**config.mk**
```make
export PLATFORM = sky130hd
export DESIGN_NAME = grid_mem_arbiter_flat
export DESIGN_NICKNAME = d
export VERILOG_FILES = /design/src/rtl/grid_pkg.sv /design/src/rtl/grid_mem_arbiter_if.sv /design/src/rtl/grid_addr.sv /design/src/rtl/grid_mem_arbiter.sv /design/src/flat_wrapper.sv
export SDC_FILE = /design/constraint.sdc
export NUM_CORES = 1
export LEC_CHECK = 0
export BUFFER_PORTS_ARGS = -buffer_cell sky130_fd_sc_hd__clkbuf_2
export CELL_PAD_IN_SITES_DETAIL_PLACEMENT = 0
export CELL_PAD_IN_SITES_GLOBAL_PLACEMENT = 1
export CORE_MARGIN = 10
export CORE_UTILIZATION = 40
export CTS_CLUSTER_SIZE = 16
export DETAILED_ROUTE_END_ITERATION = 8
export PLACE_DENSITY = 0.89
export SYNTH_ARGS = -nofsm -noshare
export SYNTH_HDL_FRONTEND = slang
export SYNTH_SLANG_ARGS = --single-unit
export TNS_END_PERCENT = 10
```
**constraint.sdc**
```tcl
create_clock -name clk -period 7 [get_ports clk]
set_clock_uncertainty 0.05 [all_clocks]
set_input_delay 1.4 -clock clk [delete_from_list [all_inputs] [get_ports clk]]
set_output_delay 1.4 -clock clk [all_outputs]
set_load 0.02 [all_outputs]
```
**src/rtl/grid_pkg.sv**
```systemverilog
// rtl/grid_pkg.sv - shared constants and types for the board memory arbiter
package grid_pkg;

    localparam int COLS    = 20;
    localparam int ROWS    = 15;
    localparam int CELLS   = COLS * ROWS;
    localparam int ADDR_W  = 9;
    localparam int CELL_W  = 2;
    localparam int COORD_W = 5;

    typedef enum logic [CELL_W-1:0] {
        CELL_EMPTY = 2'd0,
        CELL_P1    = 2'd1,
        CELL_P2    = 2'd2
    } cell_e;

    typedef enum logic {
        S_CLEAR,
        S_IDLE
    } state_e;

endpackage

```
**src/rtl/grid_mem_arbiter_if.sv**
```systemverilog
// rtl/grid_mem_arbiter_if.sv - requester and board RAM signals of the arbiter
interface grid_mem_arbiter_if
    import grid_pkg::ADDR_W, grid_pkg::COORD_W;
#(
    parameter int CELL_W = 2
);

    logic                vga_rd_en;
    logic [COORD_W-1:0]  vga_rd_x;
    logic [COORD_W-1:0]  vga_rd_y;
    logic [CELL_W-1:0]   vga_rd_data;
    logic                vga_rd_valid;

    logic                wr_req;
    logic [COORD_W-1:0]  wr_x;
    logic [COORD_W-1:0]  wr_y;
    logic [CELL_W-1:0]   wr_data;
    logic                wr_ack;

    logic                clear_req;
    logic                clear_busy;

    logic                mem_en;
    logic                mem_we;
    logic [ADDR_W-1:0]   mem_addr;
    logic [CELL_W-1:0]   mem_wdata;
    logic [CELL_W-1:0]   mem_rdata;

    // master: game logic, renderer and RAM instance; slave: the arbiter
    modport master (
        output vga_rd_en, vga_rd_x, vga_rd_y,
        input  vga_rd_data, vga_rd_valid,
        output wr_req, wr_x, wr_y, wr_data,
        input  wr_ack,
        output clear_req,
        input  clear_busy,
        input  mem_en, mem_we, mem_addr, mem_wdata,
        output mem_rdata
    );

    modport slave (
        input  vga_rd_en, vga_rd_x, vga_rd_y,
        output vga_rd_data, vga_rd_valid,
        input  wr_req, wr_x, wr_y, wr_data,
        output wr_ack,
        input  clear_req,
        output clear_busy,
        output mem_en, mem_we, mem_addr, mem_wdata,
        input  mem_rdata
    );

endinterface

```
**src/rtl/grid_addr.sv**
```systemverilog
// rtl/grid_addr.sv - cell coordinate to board RAM address with range check
module grid_addr
    import grid_pkg::COORD_W, grid_pkg::ADDR_W;
#(
    parameter int COLS = 20,
    parameter int ROWS = 15
) (
    input  logic [COORD_W-1:0] x,
    input  logic [COORD_W-1:0] y,
    output logic [ADDR_W-1:0]  addr,
    output logic               in_range
);

    localparam logic [COORD_W-1:0] COLS_C = COORD_W'(COLS);
    localparam logic [COORD_W-1:0] ROWS_C = COORD_W'(ROWS);
    localparam logic [ADDR_W-1:0]  COLS_A = ADDR_W'(COLS);

    assign in_range = (x < COLS_C) && (y < ROWS_C);
    assign addr     = in_range ? (ADDR_W'(y) * COLS_A + ADDR_W'(x)) : '0;

endmodule

```
**src/rtl/grid_mem_arbiter.sv**
```systemverilog
// rtl/grid_mem_arbiter.sv - shares the board RAM between VGA reads, cell writes and the clear sweep
module grid_mem_arbiter
    import grid_pkg::ADDR_W, grid_pkg::state_e, grid_pkg::S_CLEAR, grid_pkg::S_IDLE;
#(
    parameter int COLS         = 20,
    parameter int ROWS         = 15,
    parameter int CELL_W       = 2,
    parameter int STARVE_LIMIT = 1023
) (
    input  logic              clk,
    input  logic              rst,
    grid_mem_arbiter_if.slave bus
);

    localparam int                SW         = $clog2(STARVE_LIMIT + 1);
    localparam logic [SW-1:0]     STARVE_MAX = SW'(STARVE_LIMIT);
    localparam logic [ADDR_W-1:0] LAST_ADDR  = ADDR_W'(COLS * ROWS - 1);

    state_e              state;
    logic [ADDR_W-1:0]   clr_cnt;
    logic [SW-1:0]       starve_cnt;

    logic [ADDR_W-1:0]   rd_addr;
    logic [ADDR_W-1:0]   wr_addr;
    logic                rd_in_range;
    logic                wr_in_range;

    logic                idle;
    logic                starved;
    logic                serve_wr;
    logic                serve_rd;
    logic                go_clear;

    logic                mem_en;
    logic                mem_we;
    logic [ADDR_W-1:0]   mem_addr;
    logic [CELL_W-1:0]   mem_wdata;

    logic                rd_valid_q;
    logic                rd_from_mem;
    logic                rd_zero;
    logic [CELL_W-1:0]   rd_hold;
    logic [CELL_W-1:0]   rd_data;

    grid_addr #(.COLS(COLS), .ROWS(ROWS)) u_rd_addr (
        .x        (bus.vga_rd_x),
        .y        (bus.vga_rd_y),
        .addr     (rd_addr),
        .in_range (rd_in_range)
    );

    grid_addr #(.COLS(COLS), .ROWS(ROWS)) u_wr_addr (
        .x        (bus.wr_x),
        .y        (bus.wr_y),
        .addr     (wr_addr),
        .in_range (wr_in_range)
    );

    // A write that has waited STARVE_LIMIT cycles outranks the renderer
    always_comb begin
        idle     = !rst && (state == S_IDLE);
        starved  = idle && bus.wr_req && (starve_cnt == STARVE_MAX);
        serve_wr = idle && bus.wr_req && (starved || !bus.vga_rd_en);
        serve_rd = idle && bus.vga_rd_en && !starved;
        go_clear = idle && bus.clear_req && !bus.wr_req && !bus.vga_rd_en;
    end

    always_comb begin
        mem_en    = 1'b0;
        mem_we    = 1'b0;
        mem_addr  = '0;
        mem_wdata = '0;
        if (!rst) begin
            if (state == S_CLEAR) begin
                mem_en   = 1'b1;
                mem_we   = 1'b1;
                mem_addr = clr_cnt;
            end else if (serve_wr && wr_in_range) begin
                mem_en    = 1'b1;
                mem_we    = 1'b1;
                mem_addr  = wr_addr;
                mem_wdata = bus.wr_data;
            end else if (serve_rd && rd_in_range) begin
                mem_en   = 1'b1;
                mem_addr = rd_addr;
            end
        end
    end

    assign bus.mem_en     = mem_en;
    assign bus.mem_we     = mem_we;
    assign bus.mem_addr   = mem_addr;
    assign bus.mem_wdata  = mem_wdata;
    assign bus.wr_ack     = serve_wr;
    assign bus.clear_busy = !rst && (state == S_CLEAR);

    // RAM data passes straight through on a served read; otherwise the held value or zero
    assign rd_data          = rd_from_mem ? bus.mem_rdata : (rd_zero ? '0 : rd_hold);
    assign bus.vga_rd_data  = rd_data;
    assign bus.vga_rd_valid = rd_valid_q;

    always_ff @(posedge clk) begin
        if (rst) begin
            rd_valid_q  <= 1'b0;
            rd_from_mem <= 1'b0;
            rd_zero     <= 1'b0;
            rd_hold     <= '0;
        end else begin
            rd_valid_q  <= bus.vga_rd_en;
            rd_from_mem <= serve_rd && rd_in_range;
            rd_zero     <= bus.vga_rd_en && !starved && !(serve_rd && rd_in_range);
            rd_hold     <= rd_data;
        end
    end

    always_ff @(posedge clk) begin
        if (rst) begin
            state      <= S_CLEAR;
            clr_cnt    <= '0;
            starve_cnt <= '0;
        end else begin
            case (state)
                S_CLEAR: begin
                    if (clr_cnt == LAST_ADDR) begin
                        state   <= S_IDLE;
                        clr_cnt <= '0;
                    end else begin
                        clr_cnt <= clr_cnt + 1'b1;
                    end
                end
                S_IDLE: begin
                    if (go_clear) state <= S_CLEAR;
                end
                default: state <= S_CLEAR;
            endcase

            if (!bus.wr_req || serve_wr)
                starve_cnt <= '0;
            else if (idle && starve_cnt != STARVE_MAX)
                starve_cnt <= starve_cnt + 1'b1;
        end
    end

endmodule
```
**src/flat_wrapper.sv**
```systemverilog
// flat-port wrapper written by rule: the top's interface ports become plain ports
module grid_mem_arbiter_flat import grid_pkg::ADDR_W, grid_pkg::state_e, grid_pkg::S_CLEAR, grid_pkg::S_IDLE;
#(
    parameter int COLS         = 20,
    parameter int ROWS         = 15,
    parameter int CELL_W       = 2,
    parameter int STARVE_LIMIT = 1023
)
  (clk, rst, bus_vga_rd_en, bus_vga_rd_x, bus_vga_rd_y, bus_vga_rd_data, bus_vga_rd_valid, bus_wr_req, bus_wr_x, bus_wr_y, bus_wr_data, bus_wr_ack, bus_clear_req, bus_clear_busy, bus_mem_en, bus_mem_we, bus_mem_addr, bus_mem_wdata, bus_mem_rdata);
  grid_mem_arbiter_if #(.CELL_W(CELL_W)) bus_i ();
  input  logic clk;
  input  logic rst;
  input wire logic [$bits(bus_i.vga_rd_en)-1:0] bus_vga_rd_en;
  input wire logic [$bits(bus_i.vga_rd_x)-1:0] bus_vga_rd_x;
  input wire logic [$bits(bus_i.vga_rd_y)-1:0] bus_vga_rd_y;
  output wire logic [$bits(bus_i.vga_rd_data)-1:0] bus_vga_rd_data;
  output wire logic [$bits(bus_i.vga_rd_valid)-1:0] bus_vga_rd_valid;
  input wire logic [$bits(bus_i.wr_req)-1:0] bus_wr_req;
  input wire logic [$bits(bus_i.wr_x)-1:0] bus_wr_x;
  input wire logic [$bits(bus_i.wr_y)-1:0] bus_wr_y;
  input wire logic [$bits(bus_i.wr_data)-1:0] bus_wr_data;
  output wire logic [$bits(bus_i.wr_ack)-1:0] bus_wr_ack;
  input wire logic [$bits(bus_i.clear_req)-1:0] bus_clear_req;
  output wire logic [$bits(bus_i.clear_busy)-1:0] bus_clear_busy;
  output wire logic [$bits(bus_i.mem_en)-1:0] bus_mem_en;
  output wire logic [$bits(bus_i.mem_we)-1:0] bus_mem_we;
  output wire logic [$bits(bus_i.mem_addr)-1:0] bus_mem_addr;
  output wire logic [$bits(bus_i.mem_wdata)-1:0] bus_mem_wdata;
  input wire logic [$bits(bus_i.mem_rdata)-1:0] bus_mem_rdata;
  assign bus_i.vga_rd_en = bus_vga_rd_en;
  assign bus_i.vga_rd_x = bus_vga_rd_x;
  assign bus_i.vga_rd_y = bus_vga_rd_y;
  assign bus_vga_rd_data = bus_i.vga_rd_data;
  assign bus_vga_rd_valid = bus_i.vga_rd_valid;
  assign bus_i.wr_req = bus_wr_req;
  assign bus_i.wr_x = bus_wr_x;
  assign bus_i.wr_y = bus_wr_y;
  assign bus_i.wr_data = bus_wr_data;
  assign bus_wr_ack = bus_i.wr_ack;
  assign bus_i.clear_req = bus_clear_req;
  assign bus_clear_busy = bus_i.clear_busy;
  assign bus_mem_en = bus_i.mem_en;
  assign bus_mem_we = bus_i.mem_we;
  assign bus_mem_addr = bus_i.mem_addr;
  assign bus_mem_wdata = bus_i.mem_wdata;
  assign bus_i.mem_rdata = bus_mem_rdata;
  grid_mem_arbiter #(.COLS(COLS), .ROWS(ROWS), .CELL_W(CELL_W), .STARVE_LIMIT(STARVE_LIMIT)) u_core (.clk(clk), .rst(rst), .bus(bus_i));
endmodule
```
==> results_dict.tcl, run 1 <==
set metrics [dict create \
    drt-wirelength-per-cell_um 14.6 \
    drc_errors 0 \
    worst-path-max-fanout 4 \
    io_pins 47 \
    finalCritPeriodShare 0.760 \
    cts_made_buffers 3 \
    slew_headroom 0.407 \
    synth_nets 267 \
    period_minus_slack_ns 5.32 \
    drive_above_1_share 0.222 \
    rsz0062_at_grt "false" \
    cp-endpoint "bus_mem_addr[8]" \
    die_width_um 88.9 \
    finalWeightedCongestion 0.869 \
    crit_path_max_incr_delay_ns 0.37 \
    initial_utilization 0.408 \
    ys_seq_area_frac 0.264 \
    max-vdd-ir-drop_v 0.0000673 \
    combPwrFrac 0.259 \
    h-tree-depth 1 \
    diodes 0 \
    grt_pass1_vias 1715 \
    cts_buffer_depth 2 \
    die_h_um 88.9 \
    cts_tree "built" \
    timing.final.hold_violations 0 \
    cp-end-kind "output port" \
    ctsHoldBuffers 0 \
    fin_nets 311 \
    syn-instance-count 214 \
    min-delay-path-class "reg -> reg" \
    report.final.slew_viol_count 0 \
    cp_cell_sequence "clkbuf_2 > ha_1 > ha_1 > inv_1 > fa_1 > xnor2_1 > nor4bb_1 > xor2_1 > xnor2_1 > a221o_2 > clkbuf_2" \
    dp.cells 307 \
    core_um2 4660 \
    antenna_found_initial 0 \
    outcome "complete, no violations" \
    worst_r2r_startpoint "u_core.starve_cnt[0]" \
    syn_avg_cell_area_um2 8.88 \
    drtPass1Iterations 4 \
    power.leakage_uw 0.00102 \
    ant_nets 0 \
    power_switching_uw 92.5 \
    fillers 473 \
    grt_max_degree 16 \
    drt_iter0_drc 86 \
    dieArea_um2 7900 \
    clock_sinks 25 \
    switching_share 0.293 \
    tns_ns 0 \
    seqCellArea_um2 500 \
    clockPowerShare 0.273 \
    setup_viol 0 \
    r2r_setup_slack_ns 5.08 \
    pwr-share-seq 0.468 \
    dp_hpwl_um 3760 \
    r2r.worst_path.cells 6 \
    core.rowCount 25 \
    crit_slowest_cell "fa_1" \
    area_growth_pct 15.9 \
    r2r-end "u_core.starve_cnt[1]" \
    crit_start "bus_vga_rd_y[1]" \
    cts_setup_buffers 0 \
    synth_area_um2 1900 \
    clock_latency_ns 0.27 \
    root_buffer "clkbuf_8" \
    routed_via_density 5.35 \
    max_freq_mhz 188 \
    grt_overflow 0 \
    cp.required_ns 5.55 \
    start_kind "input port" \
    instances_no_fill 311 \
    clkTransAtPathRegs_ns 0.08 \
    ys_seq_elements 25 \
    wl_um 4550 \
    port_buffers 46 \
    yosysWarnings 0 \
    postCtsResizedCells 0 \
    multi_input_area_um2 1300 \
    worstSetupPathType "in -> out" \
    grt_use_total 0.119 \
    vias 1663 \
    synth.distinct_cells 37 \
    drv_cap 0 \
    grt_pass1_wl_um 7730 \
    worstPathArrival_ns 3.87 \
    power_density_nw_per_um2 143 \
    worstMarginPinSlew_ns 0.886 \
    intPower_uw 223 \
]
worst min-delay path by stage:
stage	from	endpoint	slack (ns)	cells after the start
after floorplan	u_core.starve_cnt[1]	u_core.starve_cnt[1]	0.40	2
after global placement	u_core.starve_cnt[1]	u_core.starve_cnt[1]	0.42	2
after detailed placement	u_core.starve_cnt[1]	u_core.starve_cnt[1]	0.42	2
after CTS	u_core.starve_cnt[1]	u_core.starve_cnt[1]	0.44	2
after global routing	u_core.starve_cnt[1]	u_core.starve_cnt[1]	0.46	2
final	u_core.starve_cnt[1]	u_core.starve_cnt[1]	0.43	2
logic make-up (layout without fill, tap and decap cells):
| kind of cell | Yosys count | in the layout | synth area share |
|---|---|---|---|
| mux | 1 | 1 | 0.00527 |
| simple gates | 82 | 82 | 0.234 |
| fa+ha+maj | 24 | 24 | 0.174 |
| buf+inv | 22 | 65 | 0.0534 |
| xor+xnor | 31 | 31 | 0.143 |
| flops | 25 | 25 | 0.264 |
| compound gates | 29 | 29 | 0.127 |
sequential cells by signal, summed over array words and instances (netlist names):
name                     cells
u_core.starve_cnt           10
u_core.clr_cnt               9
u_core.rd_hold               2
u_core.bus.vga_rd_valid      1
u_core.rd_from_mem           1
u_core.rd_zero               1
u_core.state                 1
per-layer routing:
metal | track usage | vias up | share of wire
li1 | - | 836 | -
met2 | 0.193 | 46 | 0.44
met3 | 0.0246 | 5 | 0.070
met5 | 0 | - | 0
met1 | 0.154 | 776 | 0.48
met4 | 0.0323 | 0 | 0.0092
Yosys cell counts:
cell type,instances,area share
nor2b_1,8,0.026
a221o_2,2,0.012
a22o_1,1,0.0046
and4b_1,2,0.011
or3b_2,1,0.0046
mux2i_1,1,0.0053
a222oi_1,7,0.037
nor4_1,2,0.0066
nand2_1,9,0.018
inv_1,15,0.030
a21oi_1,9,0.024
xor2_1,14,0.065
a2111oi_4,1,0.014
o211a_1,1,0.0053
ha_1,20,0.13
or3_1,2,0.0066
nor2_1,23,0.045
or2_2,1,0.0033
nor3b_1,3,0.012
nand2b_1,2,0.0066
and2_1,4,0.013
nand4_1,2,0.0066
dfxtp_1,25,0.26
nor3_1,5,0.013
nor4bb_1,2,0.011
o21ai_0,3,0.0079
clkbuf_1,2,0.0040
o31ai_2,1,0.0066
nand3_1,10,0.026
and3_1,4,0.013
nand4b_1,1,0.0046
fa_1,4,0.042
buf_6,2,0.012
buf_2,3,0.0079
nand4_2,1,0.0066
a21o_1,4,0.016
xnor2_1,17,0.078
power by group through the flow:
stage	registers, µW	clock network [µW]	logic (µW)
after floorplan	150	0	55.4
after global placement	150	0	80.3
after detailed placement	151	0	81.2
after CTS	147	90.2	82.0
after global routing	148	96.8	91.5
final	147	86.1	81.6
per-stage QoR:
stage / setup slack [ns] / hold slack [ns] / area, µm² / power [µW] / utilization
6_report: 1.68 / 0.431 / 2200 / 315 / 0.472
5_1_grt: 1.56 / 0.456 / 2200 / 336 / 0.472
4_1_cts: 1.69 / 0.436 / 2200 / 320 / 0.472
3_5_place_dp: 1.70 / 0.424 / 2150 / 232 / 0.462
3_3_place_gp: 1.76 / 0.416 / 2150 / 231 / 0.462
2_1_floorplan: 2.08 / 0.404 / 1900 / 205 / -
placed cells by master, fill, tap and decap left out, types with 4 or more instances in the layout:
cell / n
nand3_1: 10
inv_1: 15
xnor2_1: 17
and3_1: 4
nor2_1: 23
and2_1: 4
nor2b_1: 8
xor2_1: 14
ha_1: 20
a21oi_1: 9
fa_1: 4
clkbuf_2: 46
nand2_1: 9
a21o_1: 4
dfxtp_1: 25
a222oi_1: 7
nor3_1: 5
worst max-delay path, delay by kind of cell:
family	cells	cell delay [ns]
buffers and inverters	3	0.36
AND/OR/NAND/NOR	1	0.37
XOR/XNOR	3	0.56
AO/OA/AOI/OAI	1	0.34
adder cells (fa/ha/maj)	3	0.83
area by class of cell:
type | instances | area share
well taps | 54 | 0.0307
clock inverters | 1 | 0.00341
multi-input cells | 167 | 0.590
inverters | 15 | 0.0256
flip-flops and latches | 25 | 0.227
repair buffers | 46 | 0.105
clock buffers | 3 | 0.0188
Power figures use the tool's default switching activity.
==> run 2, diff against run 1 <==
ABC_AREA = 1   (was not set)
CORE_UTILIZATION = 34   (was 40)
PLACE_DENSITY = 0.85   (was 0.89)
clock period = 4.73 ns   (was 7 ns; I/O delays follow)
==> results_dict.tcl, run 2 <==
set metrics [dict create \
    cp-endpoint "bus_mem_addr[7]" \
    ctsHoldBuffers 0 \
    clkTransAtPathRegs_ns 0.10 \
    rsz0062_at_grt "false" \
    drv_cap 0 \
    cp_cell_sequence "clkbuf_2 > ha_1 > ha_1 > inv_1 > fa_1 > nor2_1 > nand3_1 > nand3_1 > nand2_1 > inv_1 > nand2_1 > nand2_1 > nand2_1 > nand2_1 > clkbuf_2" \
    crit_start "bus_vga_rd_y[1]" \
    dieArea_um2 10400 \
    drive_above_1_share 0.157 \
    cts_setup_buffers 0 \
    top_regs "u_core.starve_cnt (10), u_core.clr_cnt (9), u_core.rd_hold (2)" \
    yosysWarnings 0 \
    min-delay-path-class "reg -> reg" \
    finalCritPeriodShare 0.834 \
    diodes 0 \
    grt_pass1_wl_um 9140 \
    tns_ns 0 \
    yosysTopAreaCellShare 0.220 \
    largest_reg_flops 10 \
    worst-path-max-fanout 4 \
    power_density_nw_per_um2 183 \
    pwr-share-seq 0.451 \
    final_cell_mix "nand2_1, inv_1, clkbuf_2" \
    start_kind "input port" \
    synth_area_um2 2280 \
    drt_iter0_drc 93 \
    top_register "u_core.starve_cnt" \
    cts_made_buffers 3 \
    port_buffers 46 \
    h-tree-depth 1 \
    switching_share 0.320 \
    r2r-end "u_core.starve_cnt[7]" \
    crit_buf_inv 4 \
    antenna_found_initial 0 \
    slew_headroom 0.487 \
    setup_viol 0 \
    synth_area_leaders "dfxtp_1, nand2_1, ha_1, inv_1, nand3_1" \
    ys_seq_area_frac 0.220 \
    initial_utilization 0.355 \
    synthArstFlopShare 0 \
    cpMostUsedCell "nand2_1" \
    synth_top_area_cell "dfxtp_1" \
    critPathTopFamily "adder cells" \
    syn-instance-count 362 \
    cp.required_ns 3.73 \
    power_switching_uw 154 \
    outcome "complete, no violations" \
    syn_avg_cell_area_um2 6.30 \
    worst_r2r_startpoint "u_core.starve_cnt[0]" \
    r2r.worst_path.cells 10 \
    drtPass1Iterations 4 \
    worstSetupPathType "in -> out" \
    report.final.slew_viol_count 0 \
    drt-wirelength-per-cell_um 11.1 \
    drc_errors 0 \
    cp-end-kind "output port" \
    root_buffer "clkbuf_8" \
    crit_slowest_cell "fa_1" \
    worstPathArrival_ns 2.95 \
    power.leakage_uw 0.00140 \
    yosys.cell_count.top_type "nand2_1" \
    synth_nets 415 \
    dp_hpwl_um 4570 \
    ant_nets 0 \
    intPower_uw 326 \
    layout_commonest_cell "nand2_1" \
    area_growth_pct 15.1 \
    grt_overflow 0 \
    io_pins 47 \
    grt_max_degree 16 \
    synth.distinct_cells 30 \
    r2r_setup_slack_ns 2.98 \
    grt_pass1_vias 2167 \
    holdWs_ns 0.447 \
    clock_latency_ns 0.28 \
    clock_sinks 25 \
    max-vdd-ir-drop_v 0.0000842 \
    core_um2 6420 \
    crit_path_max_incr_delay_ns 0.44 \
    core.rowCount 29 \
    vias 2222 \
    period_minus_slack_ns 3.95 \
    wl_um 5370 \
    combPwrFrac 0.274 \
    die_h_um 102 \
    cts_tree "built" \
    postCtsResizedCells 0 \
    grt_use_total 0.105 \
    ys_seq_elements 25 \
    synth_top_flop_cell "dfxtp_1" \
    fin_nets 462 \
    synth_commonest_cells "nand2_1, inv_1, nand3_1" \
    max_freq_mhz 253 \
    clockPowerShare 0.275 \
    final_core_util 0.409 \
    die_width_um 102 \
    worstMarginPinSlew_ns 0.766 \
    finalWeightedCongestion 0.773 \
    cts_buffer_depth 2 \
    synth_edf_count 0 \
    routed_via_density 4.58 \
    cp.depth 15 \
    timing.final.hold_violations 0 \
]
==> run 2: layer usage <==
layer	vias up	track usage	part of all wire
li1	1227	-	-
met1	951	0.130	0.49
met5	-	0	0
met4	0	0.0195	0.0076
met2	40	0.185	0.46
met3	4	0.0209	0.043
==> run 2: through the flow <==
step | total power (µW) | setup WS, ns | std cells | area [µm²]
after global placement | 352 | 0.776 | 481 | 2570
after global routing | 516 | 0.560 | 485 | 2620
final | 480 | 0.784 | 485 | 2620
after CTS | 490 | 0.766 | 485 | 2620
after detailed placement | 353 | 0.779 | 481 | 2570
after floorplan | 315 | 1.15 | 362 | 2280
==> run 2: how the worst min path moves through the flow <==
stage,slack [ns],from,endpoint,depth (start not counted)
3_5_place_dp,0.43,u_core.clr_cnt[0],u_core.clr_cnt[0],2
4_1_cts,0.45,u_core.clr_cnt[0],u_core.clr_cnt[0],2
6_report,0.45,u_core.clr_cnt[0],u_core.clr_cnt[0],2
5_1_grt,0.46,u_core.clr_cnt[0],u_core.clr_cnt[0],2
2_1_floorplan,0.41,u_core.clr_cnt[0],u_core.clr_cnt[0],2
3_3_place_gp,0.43,u_core.clr_cnt[0],u_core.clr_cnt[0],2
==> run 2: area by class of cell <==
cell class,instances,area (µm²)
Tap cell,77,96.3
Clock inverter,1,7.51
Sequential cell,25,500
Clock buffer,3,41.3
Inverter,60,225
Multi-Input combinational cell,273,1520
Fill cell,717,3800
Timing Repair Buffer,46,230
==> run 2: power by group through the flow <==
| stage | clock, µW | combinational (µW) | sequential (µW) |
|---|---|---|---|
| after CTS | 141 | 133 | 216 |
| after global routing | 146 | 154 | 217 |
| final | 132 | 132 | 216 |
| after global placement | 0 | 131 | 221 |
| after floorplan | 0 | 93.4 | 221 |
| after detailed placement | 0 | 132 | 221 |
==> run 2: worst register-to-register path: stages, from the launching register on <==
cell	delay, ns
dfxtp_1	0.43
ha_1	0.24
nand2_1	0.09
nor2_1	0.17
nand3_2	0.11
nand2_4	0.10
nand2_4	0.08
nand3_2	0.16
inv_1	0.11
nand3_1	0.08
inv_1	0.04
==> run 2: logic make-up after synthesis <==
| family | after synthesis | share of synthesized area |
|---|---|---|
| flops | 25 | 0.220 |
| compound gates | 21 | 0.0499 |
| xor+xnor | 11 | 0.0423 |
| fa+ha+maj | 24 | 0.145 |
| buf+inv | 64 | 0.113 |
| simple gates | 217 | 0.431 |
==> run 3, diff against run 2 <==
ABC_AREA = 0   (was 1)
CORE_UTILIZATION = 36   (was 34)
clock period = 3.2 ns   (was 4.73 ns; I/O delays follow)
==> results_dict.tcl, run 3 (synthesized netlist as in run 1, its figures left out) <==
set metrics [dict create \
    drv_cap 0 \
    pwr-share-seq 0.415 \
    seqCellArea_um2 500 \
    area_growth_pct 35.4 \
    port_buffers 46 \
    worst-path-max-fanout 2 \
    layout_commonest_cell "clkbuf_2" \
    start_kind "input port" \
    min_to "u_core.starve_cnt[1]" \
    fillers 502 \
    io_pins 47 \
    power_switching_uw 224 \
    clock_latency_ns 0.27 \
    timing.final.hold_violations 0 \
    drc_errors 0 \
    outcome "complete, but fails checks" \
    fin_nets 339 \
    wl_um 4760 \
    top_register "u_core.starve_cnt" \
    die_h_um 92.6 \
    rsz0062_at_grt "true" \
    period_minus_slack_ns 3.44 \
    root_buffer "clkbuf_8" \
    r2r-end "u_core.starve_cnt[1]" \
    grt_pass1_vias 1807 \
    crit_buf_inv 3 \
    worstSetupPathType "in -> out" \
    intPower_uw 550 \
    max-vdd-ir-drop_v 0.000128 \
    slew_headroom 0.539 \
    diodes 0 \
    clockPowerShare 0.242 \
    violations "negative setup slack" \
    largest_reg_flops 10 \
    cp.required_ns 2.51 \
    worst_r2r_startpoint "u_core.starve_cnt[0]" \
    clkTransAtPathRegs_ns 0.09 \
    switching_share 0.290 \
    crit_slowest_cell "fa_2" \
    dp.cells 350 \
    grt_use_total 0.114 \
    r2r.worst_path.cells 6 \
    cts_made_buffers 3 \
    drt_iter0_drc 128 \
    crit_start "bus_wr_y[3]" \
    routed_via_density 4.94 \
    finalWeightedCongestion 0.855 \
    cp-end-kind "output port" \
    clock_sinks 25 \
    die_width_um 92.6 \
    grt_max_degree 15 \
    setup_viol 4 \
    combPwrFrac 0.343 \
    dieArea_um2 8580 \
    fin_ws_ns -0.242 \
    power.leakage_uw 0.00121 \
    cpMostUsedCell "ha_4" \
    core_um2 5110 \
    crit_path_max_incr_delay_ns 0.46 \
    critPathTopFamily "adder cells" \
    p_total_uw 774 \
    holdCritStartpoint "u_core.starve_cnt[1]" \
    max_freq_mhz 291 \
    min-delay-path-class "reg -> reg" \
    grt_overflow 0 \
    drive_above_1_share 0.361 \
    cp_cell_sequence "clkbuf_2 > ha_4 > ha_4 > inv_2 > fa_2 > nor4bb_4 > xor2_1 > xnor2_1 > a221o_2 > buf_8" \
    top_regs "u_core.starve_cnt (10), u_core.clr_cnt (9), u_core.rd_hold (2)" \
    report.final.slew_viol_count 0 \
    worstMarginPinSlew_ns 0.687 \
    initial_utilization 0.372 \
    final_core_util 0.503 \
    h-tree-depth 1 \
    final_cell_mix "clkbuf_2, buf_4, dfxtp_1" \
    drt-wirelength-per-cell_um 13.4 \
    r2r_setup_slack_ns 1.22 \
    tns_ns -0.423 \
    instances_no_fill 355 \
    grt_pass1_wl_um 8200 \
    cts_buffer_depth 2 \
    vias 1754 \
    antenna_found_initial 0 \
    finalCritPeriodShare 1.08 \
    power_density_nw_per_um2 301 \
    dp_hpwl_um 3870 \
    cts_tree "built" \
    core.rowCount 26 \
    hold_path_depth 2 \
    drtPass1Iterations 5 \
    ant_nets 0 \
    multi_input_area_um2 1420 \
    worstPathArrival_ns 2.75 \
]
[run 3: power by group through the flow]
stage / Combinational, µW / Clock [µW] / Sequential [µW]
6_report: 266 / 187 / 322
5_1_grt: 295 / 205 / 323
4_1_cts: 254 / 195 / 322
3_5_place_dp: 247 / 0 / 329
3_3_place_gp: 241 / 0 / 329
2_1_floorplan: 140 / 0 / 328
[run 3: area by class of cell]
cell class,count,share of cell area
inverters,15,0.0219
clock inverters,1,0.00195
flip-flops and latches,25,0.195
multi-input cells,167,0.552
clock buffers,3,0.0161
repair buffers,74,0.179
well taps,70,0.0341
[run 3: how the worst max path moves through the flow]
stage                            to  cells after the start
floorplan           bus_mem_addr[8]                      8
global placement    bus_mem_addr[8]                     10
detailed placement  bus_mem_addr[8]                     10
CTS                 bus_mem_addr[8]                     10
global route        bus_mem_addr[8]                     10
finish              bus_mem_addr[8]                     10
[run 3: metal layers]
metal / track usage / share of wire / vias up
li1: - / - / 892
met1: 0.141 / 0.46 / 815
met2: 0.189 / 0.47 / 45
met3: 0.0250 / 0.060 / 2
met4: 0.0386 / 0.010 / 0
met5: 0 / 0 / -
[run 3: worst reg2reg max path, delay by kind of cell, from the launching register on]
family / cells / cell delay [ns]
AOI/OAI and AO/OA: 2 / 0.31
DFF: 1 / 0.35
and+or+nand+nor: 3 / 0.98
adders and majority gates: 1 / 0.23
[run 3: metrics by stage]
stage,cell area (µm²),setup slack (ns),hold slack [ns]
global route,2570,-0.347,0.488
finish,2570,-0.242,0.456
CTS,2540,-0.280,0.459
detailed placement,2460,-0.313,0.422
floorplan,1980,-0.00283,0.404
global placement,2460,-0.297,0.415
[run 3: timing repair]
action	4_1_cts	5_1_grt
pin swaps	4	6
resized for setup	7	6
setup buffers	0	1
setup endpoints to repair	3	9
hold buffers	0	0
cloned	0	0
